--- src/rtl/dsss_despreader.sv ---
// rtl/dsss_despreader.sv - DSSS despreader: serial-search PN acquisition, per-period correlation symbols
// Optional lock-loss counter output enabled by DSSS_LOCK_LOSS_CNT_EN.
module dsss_despreader #(
  parameter int          N        = 4,
  parameter int          ACC_W    = 20,
  parameter int unsigned THRESH   = 32768,
  parameter int          MISS_MAX = 3
) (
  input  logic                    clk,
  input  logic                    rst,
  input  logic                    in_valid,
  input  logic [15:0]             in_data,
  output logic                    sym_valid,
  output logic [ACC_W-1:0]        sym_data,
  output logic                    locked,
  output logic [N-1:0]            slip_cnt,
  output logic                    chip_out
`ifdef DSSS_LOCK_LOSS_CNT_EN
  ,output logic [7:0]             lock_loss_cnt
`endif
);

  localparam int          MW       = $clog2(MISS_MAX + 1);
  localparam logic [N-1:0] LAST    = N'((1 << N) - 2);
  localparam logic [ACC_W-1:0] THR = ACC_W'(THRESH);
  localparam logic [ACC_W-1:0] MAXP = {1'b0, {(ACC_W-1){1'b1}}};

  typedef enum logic {SEARCH, LOCK} state_t;

  state_t                  state_q, state_d;
  logic [N-1:0]            lfsr_q, lfsr_d;
  logic [N-1:0]            cnt_q, cnt_d;
  logic [N-1:0]            slip_q, slip_d;
  logic signed [ACC_W-1:0] acc_q, acc_d;
  logic signed [ACC_W-1:0] sym_q, sym_d;
  logic [MW-1:0]           miss_q, miss_d;
  logic                    slip_pend_q, slip_pend_d;
  logic                    symv_q, symv_d;

  logic                    chip;
  logic [15:0]             desp;
  logic signed [ACC_W-1:0] sum;
  logic [ACC_W-1:0]        mag;
  logic                    pass;
  logic [MW-1:0]           miss_inc;

  assign chip     = lfsr_q[N-1];
  assign desp     = chip ? ~in_data : in_data;
  assign sum      = acc_q + {{(ACC_W-16){desp[15]}}, desp};
  assign miss_inc = miss_q + MW'(1);

  // The most negative sum has no positive twin; clamp it to the largest magnitude.
  always_comb begin
    mag = sum;
    if (sum[ACC_W-1]) begin
      if (sum == {1'b1, {(ACC_W-1){1'b0}}}) mag = MAXP;
      else                                  mag = -sum;
    end
  end
  assign pass = (mag >= THR);

  always_comb begin
    state_d     = state_q;
    lfsr_d      = lfsr_q;
    cnt_d       = cnt_q;
    slip_d      = slip_q;
    acc_d       = acc_q;
    sym_d       = sym_q;
    miss_d      = miss_q;
    slip_pend_d = slip_pend_q;
    symv_d      = 1'b0;
    if (in_valid) begin
      if (state_q == SEARCH && slip_pend_q) begin
        // Dropping one sample retards the local code by one chip.
        slip_pend_d = 1'b0;
        slip_d      = (slip_q == LAST) ? '0 : slip_q + N'(1);
      end else begin
        lfsr_d = {lfsr_q[N-2:0], lfsr_q[N-1] ^ lfsr_q[0]};
        if (cnt_q == LAST) begin
          cnt_d = '0;
          acc_d = '0;
          sym_d = sum;
          if (state_q == SEARCH) begin
            if (pass) begin
              state_d = LOCK;
              miss_d  = '0;
              symv_d  = 1'b1;
            end else begin
              slip_pend_d = 1'b1;
            end
          end else begin
            symv_d = 1'b1;
            if (pass) begin
              miss_d = '0;
            end else if (miss_inc == MW'(MISS_MAX)) begin
              state_d = SEARCH;
              slip_d  = '0;
              miss_d  = '0;
            end else begin
              miss_d = miss_inc;
            end
          end
        end else begin
          cnt_d = cnt_q + N'(1);
          acc_d = sum;
        end
      end
    end
  end

  always_ff @(posedge clk) begin
    if (rst) begin
      state_q     <= SEARCH;
      lfsr_q      <= '1;
      cnt_q       <= '0;
      slip_q      <= '0;
      acc_q       <= '0;
      sym_q       <= '0;
      miss_q      <= '0;
      slip_pend_q <= 1'b0;
      symv_q      <= 1'b0;
    end else begin
      state_q     <= state_d;
      lfsr_q      <= lfsr_d;
      cnt_q       <= cnt_d;
      slip_q      <= slip_d;
      acc_q       <= acc_d;
      sym_q       <= sym_d;
      miss_q      <= miss_d;
      slip_pend_q <= slip_pend_d;
      symv_q      <= symv_d;
    end
  end

  assign sym_valid = symv_q;
  assign sym_data  = sym_q;
  assign locked    = (state_q == LOCK);
  assign slip_cnt  = slip_q;
  assign chip_out  = chip;

`ifdef DSSS_LOCK_LOSS_CNT_EN
  logic [7:0] llc_q;
  always_ff @(posedge clk) begin
    if (rst) begin
      llc_q <= '0;
    end else if (state_q == LOCK && state_d == SEARCH && llc_q != 8'hFF) begin
      llc_q <= llc_q + 8'd1;
    end
  end
  assign lock_loss_cnt = llc_q;
`endif

endmodule

--- config.mk ---
export PLATFORM = sky130hd
export DESIGN_NAME = dsss_despreader
export DESIGN_NICKNAME = d
export VERILOG_FILES = /design/src/rtl/dsss_despreader.sv
export SDC_FILE = /design/constraint.sdc
export NUM_CORES = 1
export LEC_CHECK = 0
export CORE_UTILIZATION = 60
export CTS_CLUSTER_DIAMETER = 200
export DETAILED_ROUTE_END_ITERATION = 7
export PLACE_DENSITY = 0.95
export SETUP_SLACK_MARGIN = 0.5
export SLEW_MARGIN = 10
export SYNTH_ARGS = -nofsm -noshare
export SYNTH_HDL_FRONTEND = slang
export SYNTH_SLANG_ARGS = --single-unit
--- constraint.sdc ---
create_clock -name clk -period 12.29 [get_ports clk]
set_input_delay 2.458 -clock clk [delete_from_list [all_inputs] [get_ports clk]]
set_output_delay 2.458 -clock clk [all_outputs]
set_load 0.005 [all_outputs]
==> flow_metrics.env, run 1 <==
export IMPL_status="completed"
export IMPL_path_max_fanout=6
export IMPL_sequential_element_share_of_the_synthesized_area_pct=32.2
export IMPL_post_route_drc_count=0
export IMPL_detailed_place_area_sq_um=4000
export IMPL_cts_root_to_sink_buffers=2
export IMPL_detailroute_via_count=3597
export IMPL_vias_in_the_first_global_route=3441
export IMPL_clk_pwr_share_pct=32.4
export IMPL_worst_setup_hold_path_clk_slew_ns=0.07
export IMPL_clock_fmax_ghz=0.162
export IMPL_clock_latency_on_the_worst_skew_pair_ns=0.34
export IMPL_cts_tree="done"
export IMPL_tritoncts_num_sinks=57
export IMPL_hpwlAfterDp_mm=6.65
export IMPL_ys_types=60
export IMPL_syn_num_nets=491
export IMPL_grt_util_all_layers_pct=33.9
export IMPL_root_buffer="sky130_fd_sc_hd__clkbuf_8"
export IMPL_cell_internal_pwr_mw=0.421
export IMPL_ir_worst_vdd_v=0.0000947
export IMPL_die_area_sq_um=6210
export IMPL_routed_via_density=6.43
export IMPL_global_route_wire_length_before_repair_mm=16.2
export IMPL_finish_cell_count_without_fillers=559
export IMPL_first_drt_iteration_drcs=255
export IMPL_io_buffers=45
export IMPL_detailedRoute_firstPassIterationCount=5
export IMPL_final_nets=524
export IMPL_synthToLayoutAreaGrowth_pct=19.6
export IMPL_criticalPathCategory="in -> reg"
export IMPL_critPathLaunchType="primary input"
export IMPL_p_leak_nw=1.60
export IMPL_rsz0062_at_grt="no"
export IMPL_routed_wl_mm=10.1
export IMPL_synth_warnings=0
export IMPL_wl_per_cell_um=18.1
export IMPL_mappedNetlistArea_sq_um=3540
export IMPL_ff2ff_path_depth=12
export IMPL_final_core_util_pct=75.5
export IMPL_share_of_cells_above_drive_strength_1_pct=5.13
export IMPL_whs_path_depth=2
export IMPL_diodes=0
export IMPL_ios=46
export IMPL_resized_after_cts=0
export IMPL_hold_ws_ns=0.455
export IMPL_place_detailed_instances=543
export IMPL_synth_enable_flop_cells=0
export IMPL_synth_flop_cell="sky130_fd_sc_hd__dfxtp_1"
export IMPL_cts_htree_levels=3
export IMPL_die_w_um=78.8
export IMPL_postSynthRegisterBits=57
export IMPL_hold_viol=0
export IMPL_slew_violations=0
export IMPL_p_switching_mw=0.251
export IMPL_maxCapViolCount=0
export IMPL_seqPwrFrac_pct=30.9
export IMPL_cts_inserted_buffers=9
export IMPL_fin_setup_tns_ns=0
export IMPL_finalWorstPathRequiredPeriod_ns=6.17
export IMPL_gp_weighted_congestion=0.914
export IMPL_final_cell_area_sq_um=4240
export IMPL_worstMarginPinSlew_ns=1.20
export IMPL_n_fill_cell=388
export IMPL_synthCells=449
export IMPL_design_core_area_sq_um=5610
export IMPL_timing_slew_headroom_pct=20.2
export IMPL_detail_route_antenna_nets=0
export IMPL_grt_overflow_total=0
export IMPL_p_sw_share_pct=37.3
export IMPL_cts_hold_buf=0
export IMPL_synth_async_sr_flop_share_pct=0
export IMPL_grt_max_degree=60
export IMPL_worst_endpoint_arrival_ns=6.35
export IMPL_std_cell_rows=27
export IMPL_floorplan_die_height_um=78.8
export IMPL_worst_clock_skew_ns=0.0119
export IMPL_syn_area_per_cell_sq_um=7.89
export IMPL_cp_data_required_time_ns=12.47
export IMPL_post_route_period_util_pct=50.2
export IMPL_power_density_nw_per_um2=159
export IMPL_combinationalPowerShare_pct=36.6
export IMPL_holdCritPathClass="reg -> reg"
export IMPL_critPathCaptureType="register"
export IMPL_final_setup_viol_count=0
export IMPL_cts_setup_buffers=0
export IMPL_start_util_pct=63.1
export IMPL_initial_antenna_violation_count=0
-- per-layer routing --
layer	vias up	GRT usage, %	wire, um
li1	1690	-	-
met5	-	0	0
met2	202	58.3	5050
met1	1669	39.7	4030
met4	0	16.7	300
met3	36	7.24	726
-- flip-flops by register name, summed over array words and instances (netlist names) --
name         count
acc_q           20
slip_pend_q      1
miss_q           2
sym_valid        1
slip_cnt         4
lfsr_q           4
locked           1
sym_data        20
cnt_q            4
-- logic make-up after synthesis --
family / Yosys count / synth area share [%]
and+or+nand+nor: 168 / 22.2
adders and majority gates: 23 / 8.34
xor gates and xnor gates: 28 / 6.93
buffers and inverters: 39 / 4.13
muxes: 3 / 0.848
AOI/OAI and AO/OA: 131 / 25.3
DFF: 57 / 32.2
-- path summary, 6_finish.rpt --
path                start  slack [ns]            to
max reg2reg     lfsr_q[3]        7.54   slip_cnt[3]
max            in_data[0]        6.12   slip_cnt[3]
min reg2reg  sym_data[12]        0.45  sym_data[12]
min          sym_data[12]        0.45  sym_data[12]
-- synth_stat cells (all sizes together), types with 2 or more instances --
cell type / number / share of area, %
nand2: 60 / 6.4
dfxtp: 57 / 32
nor2: 50 / 5.3
a21oi: 38 / 5.4
clkbuf: 24 / 2.5
ha: 22 / 7.8
xor2: 21 / 5.2
a22oi: 20 / 4.2
o21ai: 16 / 2.3
inv: 14 / 1.5
nor3: 10 / 1.4
o21a: 9 / 1.9
nand4: 7 / 1.2
xnor2: 7 / 1.7
a31oi: 6 / 1.1
nand3: 6 / 0.85
and3: 5 / 0.88
o211ai: 5 / 1.1
a211oi: 4 / 0.85
a21o: 4 / 0.85
nand2b: 4 / 0.71
nand3b: 4 / 0.85
nor4: 4 / 0.88
and2: 3 / 0.53
mux2i: 3 / 0.85
nor2b: 3 / 0.53
o221ai: 3 / 0.74
o32ai: 3 / 0.95
or3: 3 / 0.53
a21boi: 2 / 0.42
nand4b: 2 / 0.49
o21bai: 2 / 0.42
o22ai: 2 / 0.35
o31ai: 2 / 0.42
or2: 2 / 0.35
-- worst max-delay path, stage by stage --
cell and delay, ns:
sky130_fd_sc_hd__clkdlybuf4s50_1 0.42, sky130_fd_sc_hd__xor2_1 0.15, sky130_fd_sc_hd__ha_1 0.29, sky130_fd_sc_hd__fa_1 0.42
sky130_fd_sc_hd__a21o_1 0.25, sky130_fd_sc_hd__a221oi_4 0.35, sky130_fd_sc_hd__xnor2_1 0.20, sky130_fd_sc_hd__nor4_2 0.37
sky130_fd_sc_hd__nand2_1 0.08, sky130_fd_sc_hd__or4b_1 0.49, sky130_fd_sc_hd__o32a_1 0.41, sky130_fd_sc_hd__o21ai_1 0.31
sky130_fd_sc_hd__a311oi_1 0.14
-- layout make-up --
class	count	area, sq um	share of cell area, %
Sequential cell	57	1140	26.9
Clock buffer	11	131	3.10
Tap cell	72	90.1	2.13
Timing Repair Buffer	47	460	10.9
Inverter	14	52.6	1.24
Clock inverter	5	104	2.45
Multi-Input combinational cell	353	2260	53.3
-- stage by stage --
| step | setup WS, ns | total power, mW |
|---|---|---|
| CTS | 6.18 | 0.662 |
| global placement | 5.99 | 0.436 |
| global route | 5.91 | 0.700 |
| detailed placement | 5.89 | 0.443 |
| floorplan | 6.65 | 0.387 |
| finish | 6.12 | 0.673 |
-- cells in the final DEF (no fill, tap or decap), drive strengths merged, types with 5 or more instances in the layout --
master	n
o21ai	16
nor2	50
a31oi	6
ha	22
nor3	10
o211ai	5
a22oi	20
xnor2	7
o21a	9
dfxtp	57
nand4	7
and3	5
clkbuf	11
clkdlybuf4s50	44
inv	14
a21oi	38
nand2	60
xor2	21
nand3	6
-- power by group through the flow --
stage	combinational (mW)	clock, mW	sequential [mW]
2_1_floorplan	0.180	0	0.208
3_3_place_gp	0.225	0	0.211
3_5_place_dp	0.231	0	0.212
4_1_cts	0.237	0.217	0.208
5_1_grt	0.266	0.225	0.209
6_report	0.246	0.218	0.208
Note: power is estimated with default switching activity, not from simulation.
==> inputs of run 2 (changes only) <==
--- a/config.mk
+++ b/config.mk
@@ -5,10 +5,10 @@
 export SDC_FILE = /design/constraint.sdc
 export NUM_CORES = 1
 export LEC_CHECK = 0
-export CORE_UTILIZATION = 60
+export CORE_UTILIZATION = 56
 export CTS_CLUSTER_DIAMETER = 200
 export DETAILED_ROUTE_END_ITERATION = 7
-export PLACE_DENSITY = 0.95
+export PLACE_DENSITY = 0.91
 export SETUP_SLACK_MARGIN = 0.5
 export SLEW_MARGIN = 10
 export SYNTH_ARGS = -nofsm -noshare
==> constraint.sdc (replaced) <==
create_clock -name clk -period 5.7 [get_ports clk]
set_input_delay 1.14 -clock clk [delete_from_list [all_inputs] [get_ports clk]]
set_output_delay 1.14 -clock clk [all_outputs]
set_load 0.005 [all_outputs]
==> flow_metrics.env, run 2 (synthesis results as in run 1) <==
export IMPL_status="completed"
export IMPL_p_switching_mw=0.518
export IMPL_worstMarginPinSlew_ns=1.08
export IMPL_design_core_area_sq_um=6030
export IMPL_synthToLayoutAreaGrowth_pct=19.1
export IMPL_ios=46
export IMPL_diodes=0
export IMPL_global_route_wire_length_before_repair_mm=14.7
export IMPL_die_area_sq_um=6640
export IMPL_finish_cell_count_without_fillers=563
export IMPL_worst_setup_hold_path_clk_slew_ns=0.07
export IMPL_grt_overflow_total=0
export IMPL_cts_inserted_buffers=9
export IMPL_initial_antenna_violation_count=0
export IMPL_clock_fmax_ghz=0.208
export IMPL_cts_hold_buf=0
export IMPL_final_setup_viol_count=0
export IMPL_slew_violations=0
export IMPL_rsz0062_at_grt="no"
export IMPL_routed_via_density=6.37
export IMPL_tritoncts_num_sinks=57
export IMPL_cts_htree_levels=3
export IMPL_floorplan_die_height_um=81.5
export IMPL_clk_pwr_share_pct=29.4
export IMPL_hpwlAfterDp_mm=6.24
export IMPL_start_util_pct=58.8
export IMPL_resized_after_cts=0
export IMPL_ir_worst_vdd_v=0.000196
export IMPL_final_cell_area_sq_um=4220
export IMPL_finalWorstPathRequiredPeriod_ns=4.82
export IMPL_critPathCaptureType="register"
export IMPL_final_nets=525
export IMPL_path_max_fanout=6
export IMPL_p_sw_share_pct=38.0
export IMPL_root_buffer="sky130_fd_sc_hd__clkbuf_8"
export IMPL_detail_route_antenna_nets=0
export IMPL_post_route_period_util_pct=84.5
export IMPL_timing_slew_headroom_pct=27.9
export IMPL_post_route_drc_count=0
export IMPL_share_of_cells_above_drive_strength_1_pct=5.53
export IMPL_criticalPathCategory="in -> reg"
export IMPL_seqPwrFrac_pct=32.7
export IMPL_mostFrequentLayoutCells="sky130_fd_sc_hd__nand2_1, sky130_fd_sc_hd__dfxtp_1, sky130_fd_sc_hd__nor2_1, sky130_fd_sc_hd__clkdlybuf4s50_1, sky130_fd_sc_hd__a21oi_1"
export IMPL_grt_max_degree=60
export IMPL_wl_per_cell_um=16.4
export IMPL_cell_internal_pwr_mw=0.843
export IMPL_fin_setup_tns_ns=0
export IMPL_die_w_um=81.5
export IMPL_critPathLaunchType="primary input"
export IMPL_cts_root_to_sink_buffers=2
export IMPL_detailedRoute_firstPassIterationCount=5
export IMPL_p_leak_nw=1.59
export IMPL_detailed_place_area_sq_um=4010
export IMPL_clock_latency_on_the_worst_skew_pair_ns=0.35
export IMPL_io_buffers=45
export IMPL_worst_clock_skew_ns=0.00831
export IMPL_cp_data_required_time_ns=5.88
export IMPL_vias_in_the_first_global_route=3180
export IMPL_holdCritPathClass="reg -> reg"
export IMPL_gp_weighted_congestion=1.00
export IMPL_std_cell_rows=28
export IMPL_maxCapViolCount=0
export IMPL_place_detailed_instances=547
export IMPL_routed_wl_mm=9.25
export IMPL_first_drt_iteration_drcs=321
export IMPL_grt_util_all_layers_pct=29.1
export IMPL_cts_tree="done"
export IMPL_cts_setup_buffers=0
export IMPL_commonest_non_fill_non_tap_cell_in_the_layout="sky130_fd_sc_hd__nand2_1"
export IMPL_detailroute_via_count=3585
export IMPL_power_density_nw_per_um2=323
export IMPL_combinationalPowerShare_pct=37.9
export IMPL_hold_viol=0
export IMPL_worst_endpoint_arrival_ns=5.00
==> run 2: changes by cell type in the layout (fill, tap and decap cells not counted), sizes merged <==
| cell | delta |
|---|---|
| buf | +1 |
| clkinvlp | +1 |
| bufinv | -2 |
| clkbuf | +1 |
==> run 2: layout make-up <==
class / instances / area [sq um]
sequential: 57 / 1140
clock buffer: 12 / 155
fill: 440 / 1810
clock inverter: 4 / 51.3
timing repair buffer: 48 / 468
multi-input combinational: 353 / 2260
tap: 75 / 93.8
inverter: 14 / 52.6
==> run 2: per-stage QoR <==
step / utilization, % / hold slack, ns / power, mW / setup slack (ns)
global placement: 66.6 / 0.442 / 0.931 / 0.758
floorplan: - / 0.438 / 0.835 / 1.38
global route: 70.0 / 0.472 / 1.43 / 0.710
CTS: 70.0 / 0.457 / 1.34 / 0.930
detailed placement: 66.6 / 0.448 / 0.946 / 0.592
finish: 70.0 / 0.453 / 1.36 / 0.883
==> run 2: worst paths after layout <==
kind | startpoint | end | slack (ns) | cells past startpoint
setup reg to reg | lfsr_q[3] | slip_cnt[3] | 1.47 | 12
hold reg to reg | sym_data[1] | sym_data[1] | 0.45 | 2
setup / recovery | in_data[0] | slip_cnt[3] | 0.88 | 13
hold / removal | sym_data[1] | sym_data[1] | 0.45 | 2
==> run 2: worst max-delay path: stages <==
cell                              delay, ns
sky130_fd_sc_hd__clkdlybuf4s50_1       0.41
sky130_fd_sc_hd__xor2_1                0.15
sky130_fd_sc_hd__ha_1                  0.24
sky130_fd_sc_hd__fa_1                  0.42
sky130_fd_sc_hd__a21o_1                0.23
sky130_fd_sc_hd__a221oi_4              0.34
sky130_fd_sc_hd__xnor2_1               0.17
sky130_fd_sc_hd__nor4_2                0.36
sky130_fd_sc_hd__nand2_1               0.09
sky130_fd_sc_hd__or4b_1                0.49
sky130_fd_sc_hd__o32a_1                0.41
sky130_fd_sc_hd__o21ai_1               0.37
sky130_fd_sc_hd__a311oi_1              0.18
==> run 2: power groups by stage <==
stage | clock network [mW] | registers [mW] | logic (mW)
2_1_floorplan | 0 | 0.447 | 0.388
3_3_place_gp | 0 | 0.452 | 0.479
3_5_place_dp | 0 | 0.454 | 0.493
4_1_cts | 0.397 | 0.445 | 0.501
5_1_grt | 0.417 | 0.449 | 0.562
6_report | 0.400 | 0.446 | 0.516
==> run 2: metal layers <==
metal	up-vias	GRT usage (%)	wire length (um)
li1	1697	-	-
met1	1687	34.7	3860
met2	177	49.3	4480
met3	24	5.78	662
met4	0	14.5	241
met5	-	0	0
==> inputs of run 3 (changes only) <==
--- a/config.mk
+++ b/config.mk
@@ -5,10 +5,10 @@
 export SDC_FILE = /design/constraint.sdc
 export NUM_CORES = 1
 export LEC_CHECK = 0
-export CORE_UTILIZATION = 56
+export CORE_UTILIZATION = 50
 export CTS_CLUSTER_DIAMETER = 200
 export DETAILED_ROUTE_END_ITERATION = 7
-export PLACE_DENSITY = 0.91
+export PLACE_DENSITY = 0.86
 export SETUP_SLACK_MARGIN = 0.5
 export SLEW_MARGIN = 10
 export SYNTH_ARGS = -nofsm -noshare
==> constraint.sdc (replaced) <==
create_clock -name clk -period 4.3 [get_ports clk]
set_input_delay 0.86 -clock clk [delete_from_list [all_inputs] [get_ports clk]]
set_output_delay 0.86 -clock clk [all_outputs]
set_load 0.005 [all_outputs]
==> flow_metrics.env, run 3 (synthesis results as in run 1) <==
export IMPL_status="completed"
export IMPL_p_sw_share_pct=37.8
export IMPL_clock_latency_on_the_worst_skew_pair_ns=0.37
export IMPL_std_cell_rows=30
export IMPL_worst_path_max_delay_cell="sky130_fd_sc_hd__clkdlybuf4s50_1"
export IMPL_holdCritPathClass="reg -> reg"
export IMPL_post_route_period_util_pct=91.5
export IMPL_fin_setup_tns_ns=0
export IMPL_criticalPathCategory="in -> reg"
export IMPL_routed_wl_mm=11.4
export IMPL_final_nets=579
export IMPL_combinationalPowerShare_pct=46.6
export IMPL_p_leak_nw=1.94
export IMPL_power_density_nw_per_um2=463
export IMPL_hpwlAfterDp_mm=6.91
export IMPL_ios=46
export IMPL_floorplan_die_height_um=86.2
export IMPL_mostFrequentLayoutCells="sky130_fd_sc_hd__nand2_1, sky130_fd_sc_hd__dfxtp_1, sky130_fd_sc_hd__buf_4, sky130_fd_sc_hd__nor2_1, sky130_fd_sc_hd__clkdlybuf4s50_1"
export IMPL_ir_worst_vdd_v=0.000207
export IMPL_gp_weighted_congestion=0.916
export IMPL_hold_viol=0
export IMPL_final_setup_viol_count=0
export IMPL_clk_pwr_share_pct=27.8
export IMPL_place_worst_setup_slack_ns=-0.266
export IMPL_detail_route_antenna_nets=0
export IMPL_worstMarginPinSlew_ns=1.09
export IMPL_start_util_pct=51.8
export IMPL_seqPwrFrac_pct=25.5
export IMPL_critPathLaunchType="primary input"
export IMPL_wl_per_cell_um=17.9
export IMPL_commonest_non_fill_non_tap_cell_in_the_layout="sky130_fd_sc_hd__nand2_1"
export IMPL_share_of_cells_above_drive_strength_1_pct=24.4
export IMPL_first_drt_iteration_drcs=339
export IMPL_initial_antenna_violation_count=0
export IMPL_grt_util_all_layers_pct=28.5
export IMPL_slew_violations=0
export IMPL_tritoncts_num_sinks=57
export IMPL_finalWorstSetupSlack_ns=0.364
export IMPL_io_buffers=45
export IMPL_final_core_util_pct=73.9
export IMPL_diodes=0
export IMPL_rsz0062_at_grt="yes"
export IMPL_cell_internal_pwr_mw=1.45
export IMPL_largest_stage_delay_worst_path_ns=0.48
export IMPL_post_route_drc_count=0
export IMPL_grt_overflow_total=0
export IMPL_clock_fmax_ghz=0.254
export IMPL_grt_max_degree=60
export IMPL_root_buffer="sky130_fd_sc_hd__clkbuf_8"
export IMPL_critPathCaptureType="register"
export IMPL_worst_endpoint_arrival_ns=4.21
export IMPL_maxCapViolCount=0
export IMPL_cts_htree_levels=3
export IMPL_cts_root_to_sink_buffers=2
export IMPL_die_area_sq_um=7420
export IMPL_cts_tree="done"
export IMPL_timing_slew_headroom_pct=27.4
export IMPL_synthToLayoutAreaGrowth_pct=42.5
export IMPL_vias_in_the_first_global_route=3530
export IMPL_worst_clock_skew_ns=0.0114
export IMPL_p_switching_mw=0.883
export IMPL_cp_data_required_time_ns=4.58
export IMPL_worst_setup_hold_path_clk_slew_ns=0.08
export IMPL_global_route_wire_length_before_repair_mm=16.5
export IMPL_cts_hold_buf=0
export IMPL_n_fill_cell=474
export IMPL_die_w_um=86.2
export IMPL_timing_critical_path_cells="clkdlybuf4s50_1, xor2_1, ha_1, a21oi_2, buf_4, o21a_1, or2_4, and4_1, nor2_1, or3_1, o32a_1, o31a_1, o32ai_2"
export IMPL_routed_via_density=6.20
export IMPL_detailedRoute_firstPassIterationCount=5
export IMPL_cts_inserted_buffers=9
export IMPL_path_max_fanout=4
export IMPL_detailroute_via_count=3956
export IMPL_p_total_mw=2.34
export IMPL_finalWorstPathRequiredPeriod_ns=3.94
export IMPL_design_core_area_sq_um=6830
run 3: cell types whose count changed in the layout (fill, tap and decap cells not counted), sizes merged:
cell,delta
clkinvlp,-1
clkdlybuf4s50,-6
buf,+55
inv,+2
bufinv,+2
clkdlybuf4s15,+2
clkbuf,-3
dlygate4sd2,+3
run 3: layout make-up:
type	instances	area, sq um	area share (%)
Inverter	14	52.6	1.04
Multi-Input combinational cell	353	2600	51.5
Clock inverter	7	125	2.48
Tap cell	96	120	2.38
Timing Repair Buffer	102	882	17.5
Sequential cell	57	1140	22.6
Clock buffer	9	124	2.45
run 3: worst max-delay path: cells and delay by family:
kind                     cells  cell delay [ns]
buffers and inverters        2             0.63
AO/OA/AOI/OAI                5             1.36
AND/OR/NAND/NOR              4             0.91
adder cells (fa/ha/maj)      1             0.29
XOR/XNOR                     1             0.16
run 3: layer usage:
| metal | GRT usage [%] | wire length, um | part of all wire (%) |
|---|---|---|---|
| met2 | 46.2 | 5430 | 47 |
| met5 | 0 | 0 | 0 |
| met4 | 12.6 | 576 | 5.0 |
| met3 | 7.22 | 992 | 8.7 |
| met1 | 35.7 | 4440 | 39 |
run 3: repair_timing:
| action | 4_1_cts | 5_1_grt |
|---|---|---|
| endpoints found under the setup margin | 9 | 9 |
| setup buffers | 9 | 10 |
| resized for setup | 28 | 55 |
| pin swaps | 21 | 28 |
run 3: power by group through the flow:
| stage | Sequential [mW] | Clock (mW) | Combinational (mW) |
|---|---|---|---|
| final | 0.597 | 0.651 | 1.09 |
| after global routing | 0.601 | 0.672 | 1.16 |
| after CTS | 0.590 | 0.645 | 0.889 |
| after detailed placement | 0.602 | 0 | 0.822 |
| after global placement | 0.600 | 0 | 0.805 |
| after floorplan | 0.593 | 0 | 0.525 |
run 3: per-stage QoR:
step | hold slack, ns | std cells | cell area [sq um]
finish | 0.455 | 638 | 5050
global route | 0.484 | 638 | 5050
CTS | 0.457 | 628 | 4710
detailed placement | 0.447 | 603 | 4320
global placement | 0.441 | 603 | 4320
floorplan | 0.438 | 449 | 3560
run 3: path summary, 6_finish.rpt:
| kind | from | endpoint | slack [ns] | depth (start not counted) |
|---|---|---|---|---|
| worst min-delay path | sym_data[3] | sym_data[3] | 0.45 | 2 |
| worst min register to register | sym_data[3] | sym_data[3] | 0.45 | 2 |
| worst max register to register | lfsr_q[3] | miss_q[1] | 0.37 | 14 |
| worst max-delay path | in_data[6] | miss_q[1] | 0.36 | 13 |
